File: config.mk
export PLATFORM = sky130hd
export DESIGN_NAME = i2c_cfg_sequencer
export DESIGN_NICKNAME = d
export VERILOG_FILES = /design/src/rtl/i2c_pkg.sv /design/src/rtl/i2c_delay_timer.sv /design/src/rtl/i2c_cfg_sequencer.sv
export SDC_FILE = /design/constraint.sdc
export NUM_CORES = 1
export LEC_CHECK = 0
export CORE_UTILIZATION = 40
export CTS_BUF_LIST = sky130_fd_sc_hd__clkbuf_4 sky130_fd_sc_hd__clkbuf_8
export DETAILED_ROUTE_END_ITERATION = 8
export GPL_TIMING_DRIVEN = 0
export HOLD_SLACK_MARGIN = 0.08
export PLACE_DENSITY_LB_ADDON = 0.25
export RECOVER_POWER = 100
export SYNTH_ARGS = -nofsm -noshare
export SYNTH_HDL_FRONTEND = slang
export SYNTH_HIERARCHICAL = 1
export SYNTH_SLANG_ARGS = --single-unit
File: constraint.sdc
create_clock -name clk -period 2.94 [get_ports clk]
set_input_delay 0.588 -clock clk [delete_from_list [all_inputs] [get_ports clk]]
set_output_delay 0.588 -clock clk [all_outputs]
set_load 0.02 [all_outputs]
File: src/rtl/i2c_pkg.sv
`default_nettype none
// ============================================================================
//  Module      : i2c_pkg
//  Description : Shared types and constants for the I2C configuration
//                sequencer: FSM state encoding, ROM entry layout, opcodes
//                and a ceiling-log2 helper.
//  Revision    : 1.0 - initial release
// ============================================================================
package i2c_pkg;

    // ROM entry opcodes
    localparam logic [7:0] OP_WRITE = 8'h00;
    localparam logic [7:0] OP_DELAY = 8'h01;
    localparam logic [7:0] OP_END   = 8'hFF;

    typedef enum logic [3:0] {
        S_IDLE      = 4'd0,
        S_FETCH     = 4'd1,
        S_WAIT_ROM  = 4'd2,
        S_DECODE    = 4'd3,
        S_ISSUE     = 4'd4,
        S_WAIT_RESP = 4'd5,
        S_DELAY     = 4'd6,
        S_NEXT      = 4'd7,
        S_DONE      = 4'd8,
        S_ERROR     = 4'd9
    } seq_state_t;

    // One 32-bit ROM line; 'reg' is a keyword, so the register field is reg_addr
    typedef struct packed {
        logic [7:0] op;
        logic       pad;
        logic [6:0] dev;
        logic [7:0] reg_addr;
        logic [7:0] data;
    } cfg_entry_t;

    // Ceiling log2; returns 0 for values <= 1
    function automatic int mclog2(input int value);
        int r;
        r = 0;
        for (int i = 0; i < 31; i++) begin
            if ((1 << i) < value) r = i + 1;
        end
        return r;
    endfunction

endpackage
`default_nettype wire

File: src/rtl/i2c_delay_timer.sv
`default_nettype none
// ============================================================================
//  Module      : i2c_delay_timer
//  Description : Programmed-delay timer. A load captures a 24-bit unit count;
//                each unit lasts DLY_UNIT clocks via a free prescaler. The
//                expired output is high in the final cycle of the delay, so a
//                loaded count N keeps the caller waiting exactly N*DLY_UNIT
//                cycles. A count of 0 never expires (caller skips it).
//  Revision    : 1.0 - initial release
// ============================================================================
module i2c_delay_timer
    import i2c_pkg::*;
#(
    parameter int DLY_UNIT = 1000
) (
    input  logic        clk,
    input  logic        rst_n,
    input  logic        load,
    input  logic [23:0] count,
    output logic        expired
);

    localparam int             PW         = (DLY_UNIT > 1) ? mclog2(DLY_UNIT) : 1;
    localparam logic [PW-1:0]  C_PRE_TOP  = PW'(DLY_UNIT - 1);

    logic [23:0]   r_units;
    logic [PW-1:0] r_pre;

    // Unit down-counter with prescaler; holds at zero once the delay ends
    always_ff @(posedge clk) begin
        if (!rst_n) begin
            r_units <= '0;
            r_pre   <= '0;
        end else if (load) begin
            r_units <= count;
            r_pre   <= C_PRE_TOP;
        end else if (r_units != 24'd0) begin
            if (r_pre == '0) begin
                r_pre   <= C_PRE_TOP;
                r_units <= r_units - 24'd1;
            end else begin
                r_pre   <= r_pre - PW'(1);
            end
        end
    end

    assign expired = (r_units == 24'd1) && (r_pre == '0);

endmodule
`default_nettype wire

File: src/rtl/i2c_cfg_sequencer.sv
`default_nettype none
// ============================================================================
//  Module      : i2c_cfg_sequencer
//  Description : Walks the I2C configuration ROM from line 0 and issues one
//                register-write command per WRITE entry to the I2C byte
//                master, honouring DELAY entries, an END marker and NACKs.
//                Build option: I2C_RETRY_EN - retry a NACKed WRITE up to
//                MAX_RETRY times before flagging an error.
//  Revision    : 1.0 - initial release
// ============================================================================
module i2c_cfg_sequencer
    import i2c_pkg::*;
#(
    parameter int LINES     = 16,
    parameter int DW        = 32,
    parameter int DLY_UNIT  = 1000,
    parameter int MAX_RETRY = 3,
    parameter int AW        = mclog2(LINES)
) (
    input  logic          clk,
    input  logic          rst_n,
    input  logic          start,
    output logic          busy,
    output logic          done,
    output logic          error,
    output logic [AW-1:0] err_addr,
    output logic [AW-1:0] rom_addr,
    input  logic [DW-1:0] rom_data,
    output logic          cmd_valid,
    input  logic          cmd_ready,
    output logic [6:0]    cmd_dev,
    output logic [7:0]    cmd_reg,
    output logic [7:0]    cmd_data,
    input  logic          rsp_valid,
    input  logic          rsp_nack
);

    localparam logic [AW-1:0] C_LAST = AW'(LINES - 1);

    // The entry layout is fixed at 32 bits and retry counts cannot be negative
    if (DW != 32 || MAX_RETRY < 0) begin : g_bad_cfg
        $error("i2c_cfg_sequencer: DW must be 32 and MAX_RETRY >= 0");
    end

    seq_state_t  r_state;
    cfg_entry_t  r_entry;
    logic [31:0] w_raw;
    logic [23:0] w_count;
    logic        w_load;
    logic        w_expired;

    assign w_raw   = r_entry;
    assign w_count = w_raw[23:0];
    assign w_load  = (r_state == S_DECODE) && (r_entry.op == OP_DELAY);

`ifdef I2C_RETRY_EN
    localparam int            RW          = (MAX_RETRY > 0) ? mclog2(MAX_RETRY + 1) : 1;
    localparam logic [RW-1:0] C_MAX_RETRY = RW'(MAX_RETRY);
    logic [RW-1:0] r_retry;
`endif

    i2c_delay_timer #(
        .DLY_UNIT (DLY_UNIT)
    ) u_timer (
        .clk     (clk),
        .rst_n   (rst_n),
        .load    (w_load),
        .count   (w_count),
        .expired (w_expired)
    );

    // Sequencer FSM; every output is registered and updated on state entry
    always_ff @(posedge clk) begin
        if (!rst_n) begin
            r_state   <= S_IDLE;
            r_entry   <= '0;
            busy      <= 1'b0;
            done      <= 1'b0;
            error     <= 1'b0;
            err_addr  <= '0;
            rom_addr  <= '0;
            cmd_valid <= 1'b0;
            cmd_dev   <= '0;
            cmd_reg   <= '0;
            cmd_data  <= '0;
`ifdef I2C_RETRY_EN
            r_retry   <= '0;
`endif
        end else begin
            done <= 1'b0;
            case (r_state)
                S_IDLE: begin
                    if (start) begin
                        busy     <= 1'b1;
                        error    <= 1'b0;
                        rom_addr <= '0;
                        r_state  <= S_FETCH;
                    end
                end
                S_FETCH: begin
                    r_state <= S_WAIT_ROM;
                end
                S_WAIT_ROM: begin
                    r_entry <= rom_data;
                    r_state <= S_DECODE;
                end
                S_DECODE: begin
`ifdef I2C_RETRY_EN
                    r_retry <= '0;
`endif
                    case (r_entry.op)
                        OP_WRITE: begin
                            cmd_dev   <= r_entry.dev;
                            cmd_reg   <= r_entry.reg_addr;
                            cmd_data  <= r_entry.data;
                            cmd_valid <= 1'b1;
                            r_state   <= S_ISSUE;
                        end
                        OP_DELAY: begin
                            r_state <= (w_count == 24'd0) ? S_NEXT : S_DELAY;
                        end
                        OP_END: begin
                            done    <= 1'b1;
                            busy    <= 1'b0;
                            r_state <= S_DONE;
                        end
                        default: begin
                            error    <= 1'b1;
                            err_addr <= rom_addr;
                            busy     <= 1'b0;
                            r_state  <= S_ERROR;
                        end
                    endcase
                end
                S_ISSUE: begin
                    // Fields stay frozen until the master takes the command
                    if (cmd_ready) begin
                        cmd_valid <= 1'b0;
                        r_state   <= S_WAIT_RESP;
                    end
                end
                S_WAIT_RESP: begin
                    if (rsp_valid) begin
                        if (!rsp_nack) begin
                            r_state <= S_NEXT;
                        end
`ifdef I2C_RETRY_EN
                        else if (r_retry < C_MAX_RETRY) begin
                            r_retry   <= r_retry + RW'(1);
                            cmd_valid <= 1'b1;
                            r_state   <= S_ISSUE;
                        end
`endif
                        else begin
                            error    <= 1'b1;
                            err_addr <= rom_addr;
                            busy     <= 1'b0;
                            r_state  <= S_ERROR;
                        end
                    end
                end
                S_DELAY: begin
                    if (w_expired) r_state <= S_NEXT;
                end
                S_NEXT: begin
                    // The last line ends the sequence even without an END entry
                    if (rom_addr == C_LAST) begin
                        done    <= 1'b1;
                        busy    <= 1'b0;
                        r_state <= S_DONE;
                    end else begin
                        rom_addr <= rom_addr + AW'(1);
                        r_state  <= S_FETCH;
                    end
                end
                S_DONE: begin
                    r_state <= S_IDLE;
                end
                S_ERROR: begin
                    r_state <= S_IDLE;
                end
                default: begin
                    r_state <= S_IDLE;
                end
            endcase
        end
    end

endmodule
`default_nettype wire

# == Yosys cells after proc, flatten, opt, wreduce, memory -nomap -nowiden ==
# Index checks and enable logic that the tools add are counted.
# totals
regBits,105
inputBits,38
# classes
mux,39
n_bitwise,1
add_sub_neg,3
eq_ne,21
reduce_logical,25
# op_table
cell,count
two-way mux 24 bit,3
two-way mux 4 bit,11
case mux 4 bit (8 select lines),1
two-way mux 10 bit,3
"== test 24 x 1 -> 1 bit, second input constant",1
logical NOT 24 bit,1
nonzero test 24 bit,1
"subtractor 24 x 1 -> 24 bit, second input constant",1
"== test 4 x 3 -> 1 bit, second input constant",4
"inequality test 2 bit, second input constant",8
case mux 4 bit (2 select lines),2
two-way mux 1 bit,14
case mux 4 bit (3 select lines),1
logical NOT 10 bit,1
nonzero test 2 bit,5
"subtractor 10 x 1 -> 10 bit, second input constant",1
"== test 4 x 2 -> 1 bit, second input constant",2
"== test 8 x 1 -> 1 bit, second input constant",1
"== test 8 bit, second input constant",1
logical NOT 8 bit,1
AND reduction 4 bit,2
AND reduction 3 bit,2
AND reduction 6 bit,1
AND reduction 5 bit,1
15 further kinds,20

# == Longest topological paths before layout ==
# depth
depth_word,4
mapped_depth,9
depth_no_buf,9

# == Modules after synthesis ==
# The synthesis kept the hierarchy.
# by_module_without_submodules
mod,area_per_inst_um2,instances,seq_area_each_um2,cells_per_inst
i2c_cfg_sequencer,3061.7,1,1421.4,376
i2c_delay_timer,1983.2,1,680.7,247

# == Worst setup path after synthesis ==
# OpenSTA, ideal clock, no wires.
# synth_path
path_type,register -> register
startpoint,reg r_entry[27] in the netlist's numbering
endpoint,reg u_timer.r_units[14]
stages_incl_launch_ff,10
t_arrival_ps,2095
path_slack_ps,771
period_less_slack_ps,2169
n_path_buf,4
cell_sequence,dfxtp_1 > nor4_1 > nand3_1 > clkbuf_1 > nor2_1 > clkbuf_1 > inv_1 > clkbuf_1 > clkbuf_1 > a31oi_1
# synth_between
elab_chain_len,4
# synth_rtl
item,line_no,rtl
from (decl),i2c_cfg_sequencer.sv:46,cfg_entry_t r_entry;
from (signal assigned),i2c_cfg_sequencer.sv:104,r_entry <= rom_data;
== test 8 x 1 -> 1 bit *,i2c_cfg_sequencer.sv:54,assign w_load = (r_state == S_DECODE) && (r_entry.op == OP_DELAY);
logical AND 1 bit *,i2c_cfg_sequencer.sv:54,
named net w_load,i2c_cfg_sequencer.sv:49,logic w_load;
nonzero test 2 bit (no source line),-,
AND reduction 2 bit (no source line),-,
to (signal assigned),i2c_delay_timer.sv:35,r_units <= count;
to (signal assigned),i2c_delay_timer.sv:40,r_units <= r_units - 24'd1;
to (decl),i2c_delay_timer.sv:26,logic [23:0] r_units;
# Mark *: on every way through the listed nets, which the timed path passes. The rest lies on a longest branch.
# A chain may end at the register's enable or synchronous reset.

# == Worst setup path in the final report ==
# layout_path
startpoint,reg r_state[2]
endpoint,reg u_timer.r_units[20]
# layout_between
elab_chain_len,4
# layout_rtl
item,line_no,rtl
from (decl),i2c_cfg_sequencer.sv:45,seq_state_t r_state;
from (signal assigned),i2c_cfg_sequencer.sv:120,r_state <= (w_count == 24'd0) ? S_NEXT : S_DELAY;
== test 4 x 2 -> 1 bit *,i2c_cfg_sequencer.sv:54,
logical AND 1 bit *,i2c_cfg_sequencer.sv:54,
named net w_load,i2c_cfg_sequencer.sv:49,
nonzero test 2 bit (no source line),-,
AND reduction 2 bit (no source line),-,
# Marks and branches as above.

==> results.sh <==
export IMPL_reg2reg_depth=9
export IMPL_drt_initial_drc_count=313
export IMPL_layout_drive_gt1_share=0.0506
export IMPL_finalHoldViolCount=0
export IMPL_synth_nets=666
export IMPL_grtUsageTotal=0.227
export IMPL_r2r_end="u_timer/r_units[20]$_SDFFE_PN0P_"
export IMPL_cts_inserted_buffers=9
export IMPL_antenna_found_initial=0
export IMPL_postRouteAntennaNets=0
export IMPL_overflow=0
export IMPL_ys_seq_area_frac=0.417
export IMPL_grt_pass1_wl_mm=23.2
export IMPL_worst_ep_arrival_time_ns=2.96
export IMPL_ys_ff_latch=105
export IMPL_startpoint="r_state[2]$_SDFFE_PN0P_"
export IMPL_cts_htree_levels=3
export IMPL_syn_to_final_growth_pct=22.4
export IMPL_worst_slew_pin_slew_ns=0.792
export IMPL_clkSinkCount=105
export IMPL_cp_required_ns=3.20
export IMPL_hp_class="reg2reg"
export IMPL_power_leakage_nw=2.21
export IMPL_async_reset_ff_frac=0
export IMPL_drt_pass1_iterations=5
export IMPL_synth_cells=623
export IMPL_path_clk_slew_ns=0.11
export IMPL_fin_crit_sh=0.920
export IMPL_slew_headroom=0.468
export IMPL_dp_hpwl_mm=10.7
export IMPL_r2r_start="r_state[2]$_SDFFE_PN0P_"
export IMPL_clockBufferDepth=2
export IMPL_vias_per_cell=5.58
export IMPL_clock_skew_ns=0.0198
export IMPL_synth_area_um2=5040
export IMPL_design_die_area_um2=13100
export IMPL_ys_types=48
export IMPL_root_buffer="clkbuf_8"
export IMPL_cts_tree="yes"
export IMPL_fp_dieH_um=114
export IMPL_grt_max_degree=19
export IMPL_rsz0062_at_grt="false"
export IMPL_synth_ff_type="dfxtp_1"
export IMPL_crit_path_end_kind="flop"
export IMPL_numPortBuffers=72
export IMPL_globalplace_congestion=0.925
export IMPL_pin_count=73
export IMPL_largestRegisters="r_entry: 32 flops, u_timer/r_units: 24 flops, u_timer/r_pre: 10 flops"
export IMPL_vias=4904
export IMPL_grt_pass1_vias=4731
export IMPL_largest_register_ffs=32
export IMPL_holdWs_ns=0.472
export IMPL_ir_drop_mv=0.479
export IMPL_synth_edff_count=0
export IMPL_n_antenna_cell=0
export IMPL_crit_type="reg2reg"
export IMPL_layout_common_cells="nand2_1, dfxtp_1, a21boi_0, o21ai_0, dlygate4sd3_1"
export IMPL_startpoint_type="flop"
export IMPL_crit_path_end="u_timer/r_units[20]$_SDFFE_PN0P_"
export IMPL_layout_nets=749
export IMPL_start_util=0.415
export IMPL_drv_cap=0
export IMPL_finalCriticalPeriod_ns=2.70
export IMPL_top_register="r_entry"
export IMPL_wl_per_cell_um=16.2
export IMPL_wirelength_mm=14.2
export IMPL_syn_avg_cell_area_um2=8.10
export IMPL_outcome="complete, no violations"
export IMPL_crit_fanout=10
export IMPL_ff2ff_setup_slack_ns=0.24
export IMPL_core_area_um2=12200
export IMPL_setup_viol=0
export IMPL_mostFrequentLayoutCell="nand2_1"
export IMPL_die_x_um=114
export IMPL_drcViolationCount=0
export IMPL_placementRows=40
export IMPL_yosys_warnings=6
export IMPL_finalMaxSlewViolations=0
export IMPL_p_total_w=0.00560
export IMPL_max_freq_mhz=370
export IMPL_cellPowerDensity_nw_per_um2=907
export IMPL_clk_latency_ns=0.39
-- routing by layer --
layer	wire length [um]	track usage	vias to the layer above
met1	6100	0.277	2318
met2	6990	0.397	155
li1	-	-	2407
met3	905	0.0466	24
met5	0	0	-
met4	237	0.0779	0
-- logic make-up after synthesis --
logic type,share of synthesized area
AND/OR/NAND/NOR,0.234
AO/OA/AOI/OAI,0.254
flip-flops,0.417
buffers and inverters,0.0441
XOR/XNOR,0.0226
multiplexers,0.0161
adder cells (fa/ha/maj),0.0124
-- where the power goes --
group	leakage, nW	switching, W	internal, W
clock	0.0959	0.000526	0.000355
combinational	1.27	0.00182	0.00102
sequential	0.851	0.000227	0.00165
-- metrics by stage --
stage / TNS (ns) / utilization / area, um^2 / worst slack (ns) / cells
floorplan: 0 / - / 5040 / 0.771 / 623
finish: 0 / 0.508 / 6170 / 0.236 / 879
CTS: 0 / 0.508 / 6170 / 0.152 / 879
global route: 0 / 0.508 / 6170 / 0.0101 / 879
detailed placement: -0.0916 / 0.491 / 5980 / -0.0577 / 863
global placement: -0.0150 / 0.491 / 5980 / -0.0150 / 863
-- cells in the mapped netlist (all sizes together) (9+ instances only) --
| cell type | instances | area (um^2) |
|---|---|---|
| a21boi | 61 | 458 |
| a21oi | 19 | 95.1 |
| a31oi | 15 | 93.8 |
| clkbuf | 35 | 131 |
| dfxtp | 105 | 2100 |
| inv | 15 | 56.3 |
| nand2 | 116 | 435 |
| nand3 | 10 | 50.1 |
| nor2 | 24 | 90.1 |
| nor3 | 10 | 50.1 |
| nor4 | 16 | 119 |
| o211ai | 9 | 67.6 |
| o21ai | 63 | 315 |
| or3 | 15 | 93.8 |
| or4 | 11 | 86.3 |
| xor2 | 10 | 87.6 |
-- final cells by class --
type | instances | area (um^2)
buffer | 42 | 169
clock buffer | 11 | 145
clock inverter | 5 | 45.0
fill | 1181 | 5990
inverter | 15 | 56.3
multi-input combinational | 461 | 2730
sequential | 105 | 2100
tap | 168 | 210
timing repair buffer | 72 | 721
-- how the worst min path moves through the flow --
stage               cells after the start  slack [ns]                     start                        to
floorplan                               2        0.45  r_entry[23]$_SDFFE_PN0P_  r_entry[23]$_SDFFE_PN0P_
global placement                        2        0.45  err_addr[2]$_SDFFE_PN0P_  err_addr[2]$_SDFFE_PN0P_
global route                            2        0.50  err_addr[1]$_SDFFE_PN0P_  err_addr[1]$_SDFFE_PN0P_
CTS                                     2        0.48  err_addr[1]$_SDFFE_PN0P_  err_addr[1]$_SDFFE_PN0P_
finish                                  2        0.47  err_addr[1]$_SDFFE_PN0P_  err_addr[1]$_SDFFE_PN0P_
detailed placement                      2        0.46  err_addr[1]$_SDFFE_PN0P_  err_addr[1]$_SDFFE_PN0P_
-- critical path, cell delays in order, from the launching register on --
cell      delay [ns]
dfxtp_1         0.47
and4bb_1        0.30
nand3_2         0.20
clkbuf_1        0.38
nor2_1          0.08
clkbuf_2        0.23
inv_1           0.17
clkbuf_1        0.30
clkbuf_2        0.31
a31oi_1         0.13
-- repair_timing --
item / CTS / global route
gates resized for setup: 2 / 5
setup buffers: 0 / 0
cloned: 0 / 0
setup endpoints to repair: 20 / 23
pin swaps: 0 / 0
hold buffers: 0 / 0
No activity file was read; power rests on OpenSTA's default activity.
